`src/rtl/pipeline_hazard_ctrl_pkg.sv`:
```
// Shared types for the pipeline hazard controller: FSM state encoding,
// register-index width and the source/destination register match helper.
package pipeline_hazard_ctrl_pkg;

    localparam int unsigned RegIdxW = 5;

    typedef enum logic [1:0] {
        StRun      = 2'd0,
        StDmemWait = 2'd1,
        StError    = 2'd2
    } state_e;

    // True when the destination matches a source the ID instruction actually reads.
    function automatic logic reg_match(
        input logic [RegIdxW-1:0] rd,
        input logic [RegIdxW-1:0] rs,
        input logic [RegIdxW-1:0] rt,
        input logic               uses_rt
    );
        return (rd == rs) || (uses_rt && (rd == rt));
    endfunction

endpackage

```
`src/rtl/pipeline_hazard_ctrl_hazard_detect.sv`:
```
// Combinational data-hazard detection. Define HAZARD_FORWARDING_EN for the
// load-use-only rule; otherwise any pending EX/MEM register write stalls.
module hazard_detect
    import pipeline_hazard_ctrl_pkg::*;
(
    input  logic [RegIdxW-1:0] id_rs_i,
    input  logic [RegIdxW-1:0] id_rt_i,
    input  logic               id_uses_rt_i,
    input  logic               ex_mem_read_i,
    input  logic               ex_reg_write_i,
    input  logic [RegIdxW-1:0] ex_rd_i,
    input  logic               mem_reg_write_i,
    input  logic [RegIdxW-1:0] mem_rd_i,
    output logic               hazard_o
);

    logic ex_match;
    logic mem_match;

    assign ex_match  = reg_match(ex_rd_i, id_rs_i, id_rt_i, id_uses_rt_i);
    assign mem_match = reg_match(mem_rd_i, id_rs_i, id_rt_i, id_uses_rt_i);

`ifdef HAZARD_FORWARDING_EN
    // Forwarding covers ALU results; only a load in EX cannot be bypassed in time.
    logic unused_fwd;
    assign unused_fwd = ^{ex_reg_write_i, mem_reg_write_i, mem_match};
    assign hazard_o   = ex_mem_read_i && (ex_rd_i != '0) && ex_match;
`else
    logic unused_nofwd;
    assign unused_nofwd = ex_mem_read_i;
    assign hazard_o = (ex_reg_write_i && (ex_rd_i != '0) && ex_match) ||
                      (mem_reg_write_i && (mem_rd_i != '0) && mem_match);
`endif

endmodule

```
`src/rtl/pipeline_hazard_ctrl.sv`:
```
// Pipeline hazard controller: DMEM wait/timeout FSM, branch flush, data-hazard
// stalls and a saturating stall counter. Hazard rule set by HAZARD_FORWARDING_EN.
module pipeline_hazard_ctrl
    import pipeline_hazard_ctrl_pkg::*;
#(
    parameter int unsigned STALL_CNT_W = 32,
    parameter int unsigned MEM_TIMEOUT = 255
) (
    input  logic                   CLOCK,
    input  logic                   RESET,
    input  logic [RegIdxW-1:0]     ID_Rs,
    input  logic [RegIdxW-1:0]     ID_Rt,
    input  logic                   ID_UsesRt,
    input  logic                   EX_MemRead,
    input  logic                   EX_RegWrite,
    input  logic [RegIdxW-1:0]     EX_Rd,
    input  logic                   MEM_RegWrite,
    input  logic [RegIdxW-1:0]     MEM_Rd,
    input  logic                   EX_BranchTaken,
    input  logic                   DMEM_Req,
    input  logic                   DMEM_Ack,
    output logic                   PC_Write,
    output logic                   IF_ID_Stall,
    output logic                   IF_ID_Flush,
    output logic                   ID_EX_Bubble,
    output logic                   EX_MEM_Hold,
    output logic                   Mem_Timeout,
    output logic [STALL_CNT_W-1:0] Stall_Count
);

    localparam int unsigned WaitW = (MEM_TIMEOUT < 2) ? 1 : $clog2(MEM_TIMEOUT + 1);
    localparam logic [WaitW-1:0] WaitLimit = WaitW'(MEM_TIMEOUT);

    state_e                 state_q, state_d;
    logic [WaitW-1:0]       wait_cnt_q, wait_cnt_d;
    logic [WaitW-1:0]       wait_inc;
    logic                   timeout_q, timeout_d;
    logic [STALL_CNT_W-1:0] stall_cnt_q;
    logic                   mem_hold;
    logic                   hazard;

    hazard_detect u_hazard_detect (
        .id_rs_i        (ID_Rs),
        .id_rt_i        (ID_Rt),
        .id_uses_rt_i   (ID_UsesRt),
        .ex_mem_read_i  (EX_MemRead),
        .ex_reg_write_i (EX_RegWrite),
        .ex_rd_i        (EX_Rd),
        .mem_reg_write_i(MEM_RegWrite),
        .mem_rd_i       (MEM_Rd),
        .hazard_o       (hazard)
    );

    assign wait_inc = wait_cnt_q + WaitW'(1);

    // wait_cnt counts held cycles, including the RUN cycle that raised the request.
    always_comb begin
        state_d    = state_q;
        wait_cnt_d = wait_cnt_q;
        timeout_d  = timeout_q;
        mem_hold   = 1'b0;
        case (state_q)
            StRun: begin
                if (DMEM_Req && !DMEM_Ack) begin
                    mem_hold   = 1'b1;
                    wait_cnt_d = WaitW'(1);
                    if (WaitLimit <= WaitW'(1)) begin
                        state_d   = StError;
                        timeout_d = 1'b1;
                    end else begin
                        state_d = StDmemWait;
                    end
                end
            end
            StDmemWait: begin
                if (DMEM_Ack) begin
                    state_d    = StRun;
                    wait_cnt_d = '0;
                end else begin
                    mem_hold   = 1'b1;
                    wait_cnt_d = wait_inc;
                    if (wait_inc >= WaitLimit) begin
                        state_d   = StError;
                        timeout_d = 1'b1;
                    end
                end
            end
            StError: begin
                mem_hold = 1'b1;
            end
            default: begin
                state_d    = StRun;
                wait_cnt_d = '0;
            end
        endcase
    end

    always_comb begin
        PC_Write     = 1'b1;
        IF_ID_Stall  = 1'b0;
        IF_ID_Flush  = 1'b0;
        ID_EX_Bubble = 1'b0;
        EX_MEM_Hold  = 1'b0;
        if (!RESET) begin
            PC_Write     = 1'b0;
            IF_ID_Flush  = 1'b1;
            ID_EX_Bubble = 1'b1;
        end else if (mem_hold) begin
            PC_Write    = 1'b0;
            IF_ID_Stall = 1'b1;
            EX_MEM_Hold = 1'b1;
        end else if (EX_BranchTaken) begin
            IF_ID_Flush  = 1'b1;
            ID_EX_Bubble = 1'b1;
        end else if (hazard) begin
            PC_Write     = 1'b0;
            IF_ID_Stall  = 1'b1;
            ID_EX_Bubble = 1'b1;
        end
    end

    always_ff @(posedge CLOCK) begin
        if (!RESET) begin
            state_q     <= StRun;
            wait_cnt_q  <= '0;
            timeout_q   <= 1'b0;
            stall_cnt_q <= '0;
        end else begin
            state_q    <= state_d;
            wait_cnt_q <= wait_cnt_d;
            timeout_q  <= timeout_d;
            if (!PC_Write && (stall_cnt_q != '1)) begin
                stall_cnt_q <= stall_cnt_q + STALL_CNT_W'(1);
            end
        end
    end

    assign Mem_Timeout = timeout_q;
    assign Stall_Count = stall_cnt_q;

endmodule

```
`config.mk`:
```
export PLATFORM = sky130hd
export DESIGN_NAME = pipeline_hazard_ctrl
export DESIGN_NICKNAME = d
export VERILOG_FILES = /design/src/rtl/pipeline_hazard_ctrl_pkg.sv /design/src/rtl/pipeline_hazard_ctrl_hazard_detect.sv /design/src/rtl/pipeline_hazard_ctrl.sv
export SDC_FILE = /design/constraint.sdc
export NUM_CORES = 1
export LEC_CHECK = 0
export ABC_AREA = 1
export CORE_MARGIN = 1
export CORE_UTILIZATION = 51
export DETAILED_ROUTE_END_ITERATION = 12
export GPL_TIMING_DRIVEN = 1
export PLACE_DENSITY = 0.8
export SLEW_MARGIN = 30
export SYNTH_ARGS = -nofsm -noshare
export SYNTH_HDL_FRONTEND = slang
export SYNTH_SLANG_ARGS = --single-unit
```
`constraint.sdc`:
```
create_clock -name CLOCK -period 2.35 [get_ports CLOCK]
set_input_delay 0.3525 -clock CLOCK [delete_from_list [all_inputs] [get_ports CLOCK]]
set_output_delay 0.3525 -clock CLOCK [all_outputs]
set_load 0.02 [all_outputs]
```
==> results of run 1 <==
-- per-stage QoR --
stage	worst slack, ns	std cells	cell area (um^2)	utilization, %	hold slack, ns
after floorplan	0.454	525	3070	-	0.445
after global placement	-0.342	666	3860	68.4	0.441
after detailed placement	-0.370	666	3860	68.4	0.447
after CTS	0.00612	674	3940	69.8	0.459
after global routing	0.00612	674	3970	70.3	0.470
final	0.120	674	3970	70.3	0.457
-- synthesized netlist by cell type, types with 2 or more instances --
master	count	area (um^2)
nand2_1	187	702
nor2_1	87	327
inv_1	63	236
dfxtp_1	43	861
nand3_1	28	140
a21oi_1	13	65.1
nand4_1	12	75.1
nor3_1	12	60.1
o21bai_1	11	82.6
inv_2	8	30.0
o21ai_0	8	40.0
nand3_2	6	60.1
nand2_2	5	31.3
buf_6	4	45.0
nor2_2	4	25.0
nor2_4	4	45.0
buf_2	3	15.0
clkbuf_1	3	11.3
ha_1	3	37.5
or2_2	3	18.8
xnor2_1	3	26.3
xor2_1	3	26.3
nor4_1	2	12.5
-- layer usage --
layer / vias to the layer above / wire length (um) / track usage (%)
met5: - / 0 / 0
met4: 0 / 57 / 6.55
met3: 8 / 322 / 3.43
met2: 69 / 3820 / 47.2
met1: 1528 / 3550 / 32.4
li1: 1781 / - / -
-- cell families (layout without fill, tap and decap cells) --
family | after synthesis | in the layout
flip-flops | 43 | 43
adder cells (fa/ha/maj) | 3 | 3
XOR/XNOR | 6 | 6
AND/OR/NAND/NOR | 355 | 355
AO/OA/AOI/OAI | 35 | 35
buffers and inverters | 83 | 160
-- worst min-delay path by stage --
stage / from / to / cells after the start
3_3_place_gp: Mem_Timeout / Mem_Timeout / 2
5_1_grt: Mem_Timeout / Mem_Timeout / 2
3_5_place_dp: Mem_Timeout / Mem_Timeout / 2
6_report: Mem_Timeout / Mem_Timeout / 2
2_1_floorplan: wait_cnt_q[4] / wait_cnt_q[4] / 2
4_1_cts: Mem_Timeout / Mem_Timeout / 2
-- flip-flops by register name, summed over array words and instances (netlist names) --
register and flops:
state_q 2, wait_cnt_q 8, Mem_Timeout 1, Stall_Count 32
-- where the power goes --
part	leakage [nW]	total [mW]	internal (mW)	switching (mW)
sequential	0.347	0.742	0.735	0.00687
combinational	1.41	0.252	0.110	0.142
clock	0.0412	0.475	0.208	0.267
-- layout by cell type (no fill, tap or decap), types with 4 or more instances in the layout --
cell / synthesis / layout
nand3_2: 6 / 6
dfxtp_1: 43 / 43
clkbuf_8: 0 / 5
inv_1: 63 / 63
o21ai_0: 8 / 8
nand4_1: 12 / 12
nor2_2: 4 / 6
dlymetal6s2s_1: 0 / 12
clkdlybuf4s50_1: 0 / 49
nand2_2: 5 / 5
nand3_1: 28 / 28
a21oi_1: 13 / 13
inv_2: 8 / 8
o21bai_1: 11 / 11
buf_4: 1 / 16
nor3_1: 12 / 12
nand2_1: 187 / 187
nor2_4: 4 / 4
nor2_1: 87 / 85
-- repair_timing --
| action | 4_1_cts | 5_1_grt |
|---|---|---|
| gates resized for setup | 10 | 17 |
| endpoints found under the setup margin | 4 | 3 |
| pin swaps | 0 | 1 |
-- layout make-up --
| class | instances | area share (%) |
|---|---|---|
| Sequential cell | 43 | 21.7 |
| Tap cell | 72 | 2.27 |
| Inverter | 71 | 6.72 |
| Clock inverter | 2 | 0.315 |
| Multi-Input combinational cell | 399 | 47.0 |
| Timing Repair Buffer | 81 | 20.2 |
| Clock buffer | 6 | 1.83 |
-- critical path, stage by stage --
cell	delay (ns)
clkdlybuf4s50_1	0.51
inv_1	0.06
nand2_1	0.05
nand2_1	0.06
nor2_2	0.12
nand3_1	0.08
nand2_1	0.06
nand2_1	0.07
nand2_1	0.09
nand2_1	0.07
nand2_1	0.08
nand2_1	0.05
inv_1	0.07
buf_4	0.13
==> impl_metrics.json, run 1 <==
{
  "status": "finished clean",
  "io_pins": 67,
  "dp_hpwl_um": 5960,
  "wl_um": 7750,
  "hold_class": "register to register",
  "muxShareOfSynthArea_pct": 0,
  "drv_slew": 0,
  "post_cts_buffers": 0,
  "track_usage_pct": 26.2,
  "routabilityCongestion": 0.910,
  "reg2reg_from": "Stall_Count[1]",
  "tns_ns": 0,
  "htreeDepth": 2,
  "area_delta_synth_final_pct": 29.2,
  "yosysSeqAreaShare_pct": 28.0,
  "portBuffers": 65,
  "dieArea_um2": 6330,
  "setup_viol": 0,
  "worst_slew_pin_slew_ns": 0.611,
  "rr_worst_depth": 13,
  "synthSimpleGateAreaFrac_pct": 50.8,
  "n_antenna_cell": 0,
  "cts.clk_slew.worst_paths_ns": 0.08,
  "routedWlPerCell_um": 11.5,
  "antenna_found_initial": 0,
  "firstDrtPassIters": 4,
  "worstPathRequired_ns": 2.00,
  "multi_input_comb_area_um2": 1860,
  "startpoint": "ID_Rs[0]",
  "start_util_pct": 54.4,
  "grt_pass1_wl_um": 13400,
  "maxCapViolations": 0,
  "cts_hold_buf": 0,
  "route.detailed.drc": 0,
  "synth_top_family_by_area": "simple AND/OR/NAND/NOR gates",
  "cp_data_arrival_time_ns": 1.88,
  "clockBufferDepth": 2,
  "first_iter_violations": 148,
  "synth_ff_type": "dfxtp_1",
  "die_width_um": 79.6,
  "grt_max_degree": 31,
  "max_slew_margin_pct": 59.3,
  "num_vias": 3386,
  "cts_buffers": 5,
  "cp_max_fo": 3,
  "dieHeight_um": 79.6,
  "p_leak_nw": 1.80,
  "synth-compound-area-share_pct": 6.89,
  "ir_worst_vdd_uv": 236,
  "cp-start-kind": "input pin",
  "ys_types": 33,
  "syn_area_per_cell_um2": 5.85,
  "num-fill-cells": 517,
  "core_um2": 5640,
  "min_period_ns": 2.23,
  "cts_sinks": 43,
  "grt_setup_unrepaired": "false",
  "period_share_pct": 94.9,
  "grt_overflow": 0,
  "skew_ns": 0.0105,
  "crit_path_end_kind": "primary output",
  "synth-seq-cells": 43,
  "fmax_mhz": 448,
  "synth_xor_area_share_pct": 1.71,
  "grt_pass1_vias": 3133,
  "synth_edf_count": 0,
  "viasPerCell": 5.02,
  "yosys_warnings": 0,
  "synth_fa_ha_area_share_pct": 1.22,
  "cts_tree": "yes",
  "final_layout_size_suffix_gt1_share_pct": 10.3,
  "r2r_end": "Stall_Count[2]",
  "worstSetupEndpoint": "IF_ID_Stall",
  "synth-async-reset-ratio_pct": 0,
  "p_per_area_nw_per_um2": 370,
  "cts_root_buffer": "clkbuf_8",
  "syn-cell-area_um2": 3070,
  "seq_area_um2": 861,
  "detail-route-antenna-nets": 0,
  "path_class": "input pin to primary output",
  "syn-instance-count": 525,
  "hold_viol": 0,
  "power.total_mw": 1.47,
  "num_rows": 27,
  "reg2reg_slack_ns": 0.25,
  "fin_nets": 633,
  "synthesis.nets": 557,
  "clk-insertion-delay-late_ns": 0.30
}
Power figures use the tool's default switching activity.
==> run 2, diff against run 1 <==
--- a/config.mk
+++ b/config.mk
@@ -15,3 +15,4 @@
 export SYNTH_ARGS = -nofsm -noshare
 export SYNTH_HDL_FRONTEND = slang
 export SYNTH_SLANG_ARGS = --single-unit
+export TNS_END_PERCENT = 5
==> impl_metrics.json, run 2 (same netlist as run 1, synthesis figures left out) <==
{
  "status": "finished clean",
  "seq_area_um2": 861,
  "setup_viol": 0,
  "drv_slew": 0,
  "crit_path_end_kind": "primary output",
  "grt_max_degree": 31,
  "hold_class": "register to register",
  "cts_buffers": 5,
  "area_delta_synth_final_pct": 28.7,
  "clockBufferDepth": 2,
  "dieArea_um2": 6330,
  "start_util_pct": 54.4,
  "final_common_cell": "nand2_1",
  "detail-route-antenna-nets": 0,
  "p_per_area_nw_per_um2": 372,
  "route.detailed.drc": 0,
  "track_usage_pct": 26.2,
  "n_antenna_cell": 0,
  "firstDrtPassIters": 4,
  "cp_max_fo": 3,
  "place_ws_ns": -0.370,
  "globalRouteMet3Util_pct": 3.43,
  "clk-insertion-delay-late_ns": 0.30,
  "num_rows": 27,
  "worst_slack_ns": 0.120,
  "cts_root_buffer": "clkbuf_8",
  "largest_reg_flops": 32,
  "grt_setup_unrepaired": "true",
  "hold_viol": 0,
  "fmax_mhz": 448,
  "routedWlPerCell_um": 11.5,
  "grt_overflow": 0,
  "hold_slack_ns": 0.456,
  "multi_input_comb_area_um2": 1860,
  "grt_pass1_vias": 3133,
  "routabilityCongestion": 0.910,
  "layout_common_cells": "187 x nand2_1, 85 x nor2_1, 63 x inv_1",
  "antenna_found_initial": 0,
  "grt_pass1_wl_um": 13400,
  "cp_data_arrival_time_ns": 1.88,
  "num_vias": 3378,
  "core_um2": 5640,
  "cp-start-kind": "input pin",
  "die_width_um": 79.6,
  "max_slew_margin_pct": 59.3,
  "first_iter_violations": 151,
  "met1_usage_pct": 32.4,
  "maxCapViolations": 0,
  "period_share_pct": 94.9,
  "final_layout_size_suffix_gt1_share_pct": 10.3,
  "htreeDepth": 2,
  "dp_hpwl_um": 5960,
  "path_class": "input pin to primary output",
  "fin_nets": 633,
  "worst_slew_pin_slew_ns": 0.611,
  "cts_tree": "yes",
  "grtUsageMet2_pct": 47.2,
  "ir_worst_vdd_uv": 237,
  "min_period_ns": 2.23,
  "portBuffers": 65,
  "p_leak_nw": 1.74,
  "final_core_util_pct": 70.0,
  "top_usage_layer": "met2",
  "placedInstanceArea_um2": 3860,
  "worstPathRequired_ns": 2.00,
  "viasPerCell": 5.01,
  "fin_area_um2": 3950,
  "num-fill-cells": 521,
  "wl_um": 7750,
  "cts_sinks": 43,
  "cts.clk_slew.worst_paths_ns": 0.08,
  "post_cts_buffers": 0,
  "skew_ns": 0.0105,
  "io_pins": 67,
  "dieHeight_um": 79.6
}
==> run 2: cell types whose count changed in the layout (fill, tap and decap cells not counted) <==
| cell | change |
|---|---|
| clkdlybuf4s50_1 | +7 |
| dlymetal6s2s_1 | -7 |
==> run 2: area by class of cell <==
| type | count | area share [%] |
|---|---|---|
| clock inverters | 2 | 0.317 |
| inverters | 71 | 6.75 |
| repair buffers | 81 | 19.8 |
| multi-input cells | 399 | 47.2 |
| well taps | 72 | 2.28 |
| clock buffers | 6 | 1.84 |
| flip-flops and latches | 43 | 21.8 |
==> run 2: worst max-delay path: stages <==
cell and delay (ns):
clkdlybuf4s50_1 0.51, inv_2 0.06, nand2_1 0.05, nand2_1 0.07
nor2_2 0.13, nand3_1 0.08, nand2_1 0.06, nand2_1 0.07
nand2_1 0.10, nand2_1 0.07, nand2_1 0.08, nand2_1 0.05
inv_1 0.07, buf_4 0.13
==> run 2: path summary, 6_finish.rpt <==
| path | end | slack [ns] | cells after the start | startpoint |
|---|---|---|---|---|
| worst max-delay path | IF_ID_Stall | 0.12 | 14 | MEM_Rd[3] |
| worst min-delay path | Mem_Timeout | 0.46 | 2 | Mem_Timeout |
| worst min register to register | Mem_Timeout | 0.46 | 2 | Mem_Timeout |
| worst max register to register | Stall_Count[2] | 0.25 | 13 | Stall_Count[1] |
==> run 2: timing repair <==
action	4_1_cts	5_1_grt
endpoints found under the setup margin	4	3
hold buffers	0	0
gates cloned	0	0
gates resized for setup	10	10
==> run 2: per-stage QoR <==
step | std cells | TNS (ns) | power, mW
after floorplan | 525 | 0 | 0.893
after global placement | 666 | -0.821 | 1.01
after detailed placement | 666 | -0.968 | 1.01
after CTS | 674 | 0 | 1.48
after global routing | 674 | -0.0215 | 1.53
final | 674 | 0 | 1.47
==> run 2: metal layers <==
metal  routed length, um  up-vias  share of wire (%)
li1                    -     1781                  -
met2                3840       67                 50
met5                   0        -                  0
met1                3570     1522                 46
met4                  57        0               0.74
met3                 284        8                3.7
==> run 2: where the power goes <==
part	switching, mW	internal (mW)
clock	0.267	0.208
combinational	0.142	0.112
sequential	0.00687	0.735
==> run 3, diff against run 2 <==
--- a/config.mk
+++ b/config.mk
@@ -6,13 +6,12 @@
 export NUM_CORES = 1
 export LEC_CHECK = 0
 export ABC_AREA = 1
-export CORE_MARGIN = 1
-export CORE_UTILIZATION = 51
+export CORE_UTILIZATION = 45
 export DETAILED_ROUTE_END_ITERATION = 12
 export GPL_TIMING_DRIVEN = 1
-export PLACE_DENSITY = 0.8
+export PLACE_DENSITY = 0.72
 export SLEW_MARGIN = 30
 export SYNTH_ARGS = -nofsm -noshare
 export SYNTH_HDL_FRONTEND = slang
 export SYNTH_SLANG_ARGS = --single-unit
-export TNS_END_PERCENT = 5
+export TNS_END_PERCENT = 20
==> impl_metrics.json, run 3 (same netlist as run 1, synthesis figures left out) <==
{
  "status": "finished clean",
  "p_per_area_nw_per_um2": 373,
  "grt_max_degree": 31,
  "portBuffers": 65,
  "fin_area_um2": 3970,
  "grt_pass1_wl_um": 13300,
  "fin_nets": 632,
  "drv_slew": 0,
  "cts.clk_slew.worst_paths_ns": 0.09,
  "grt_pass1_vias": 3136,
  "largest_reg_flops": 32,
  "core_um2": 6460,
  "multi_input_comb_area_um2": 1870,
  "clk-insertion-delay-late_ns": 0.30,
  "routedWlPerCell_um": 11.5,
  "clockBufferDepth": 2,
  "hold_viol": 0,
  "dp_hpwl_um": 5810,
  "num_rows": 29,
  "path_class": "input pin to primary output",
  "cts_buffers": 5,
  "setup_viol": 0,
  "final_layout_size_suffix_gt1_share_pct": 10.1,
  "cp_max_fo": 3,
  "worst_slew_pin_slew_ns": 0.630,
  "cts_root_buffer": "clkbuf_8",
  "worstPathRequired_ns": 2.00,
  "first_iter_violations": 181,
  "cp_data_arrival_time_ns": 1.88,
  "cts_sinks": 43,
  "dpl.cell_count": 670,
  "start_util_pct": 47.5,
  "n_antenna_cell": 0,
  "seq_area_um2": 861,
  "period_share_pct": 95.1,
  "num_vias": 3345,
  "cp-start-kind": "input pin",
  "route.detailed.drc": 0,
  "worst_slack_ns": 0.116,
  "routabilityCongestion": 0.968,
  "fmax_mhz": 448,
  "crit_path_end_kind": "primary output",
  "htreeDepth": 2,
  "detail-route-antenna-nets": 0,
  "finalNonFillerCells": 678,
  "ir_worst_vdd_uv": 257,
  "final_common_cell": "nand2_1",
  "maxCapViolations": 0,
  "grt_setup_unrepaired": "true",
  "placedInstanceArea_um2": 3860,
  "dieHeight_um": 84.6,
  "viasPerCell": 4.93,
  "min_period_ns": 2.23,
  "p_leak_nw": 1.80,
  "final_core_util_pct": 61.5,
  "wl_um": 7810,
  "num-fill-cells": 652,
  "die_width_um": 84.6,
  "place_ws_ns": -0.350,
  "layout_common_cells": "187 x nand2_1, 85 x nor2_1, 63 x inv_1",
  "io_pins": 67,
  "grt_overflow": 0,
  "cts_tree": "yes",
  "max_slew_margin_pct": 58.0,
  "hold_class": "register to register",
  "dieArea_um2": 7150,
  "skew_ns": 0.00746,
  "area_delta_synth_final_pct": 29.4,
  "track_usage_pct": 22.4,
  "antenna_found_initial": 0,
  "firstDrtPassIters": 6
}
==> run 3: final timing paths <==
check / startpoint / endpoint / slack, ns / cells past startpoint
setup / recovery: MEM_Rd[1] / IF_ID_Stall / 0.12 / 14
hold / removal: Mem_Timeout / Mem_Timeout / 0.47 / 2
setup reg to reg: Stall_Count[1] / Stall_Count[6] / 0.19 / 14
hold reg to reg: Mem_Timeout / Mem_Timeout / 0.47 / 2
==> run 3: layer usage <==
| layer | part of all wire [%] | routed length, um | vias to the layer above | global-route usage (%) |
|---|---|---|---|---|
| met5 | 0 | 0 | - | 0 |
| met4 | 1.3 | 99 | 0 | 6.78 |
| met3 | 4.8 | 378 | 8 | 3.44 |
| met2 | 46 | 3600 | 75 | 39.3 |
| met1 | 48 | 3740 | 1492 | 28.3 |
| li1 | - | - | 1770 | - |
==> run 3: where the power goes <==
group | internal [mW] | total [mW] | switching (mW)
Sequential | 0.735 | 0.743 | 0.00776
Combinational | 0.112 | 0.255 | 0.143
Clock | 0.209 | 0.485 | 0.276
Total | 1.06 | 1.48 | 0.427
==> run 3: area by class of cell <==
type / count / share of cell area, %
multi-input combinational: 399 / 47.1
sequential: 43 / 21.7
timing repair buffer: 80 / 20.0
inverter: 71 / 6.71
tap: 77 / 2.43
clock buffer: 6 / 1.83
clock inverter: 2 / 0.315
==> run 3: what timing repair did <==
item | in CTS | in global routing
hold buffers | 0 | 0
setup endpoints to repair | 4 | 8
setup buffers | 0 | 0
resized for setup | 6 | 20
hold endpoints to repair | 0 | 0
==> run 3: critical path, stage by stage <==
cell and delay (ns):
clkdlybuf4s50_1 0.53, inv_2 0.07, nand2_1 0.06, nand2_1 0.06
nor2_2 0.10, nand3_1 0.09, nand2_1 0.06, nand2_1 0.06
nand2_1 0.10, nand2_1 0.07, nand2_1 0.07, nand2_1 0.05
inv_1 0.07, buf_4 0.13
==> run 3: per-stage QoR <==
stage	TNS (ns)	total power, mW	hold WS (ns)
after floorplan	0	0.893	0.445
after global placement	-0.863	1.01	0.444
after detailed placement	-0.888	1.02	0.457
after CTS	-0.0551	1.50	0.472
after global routing	-0.0891	1.56	0.498
final	0	1.48	0.469
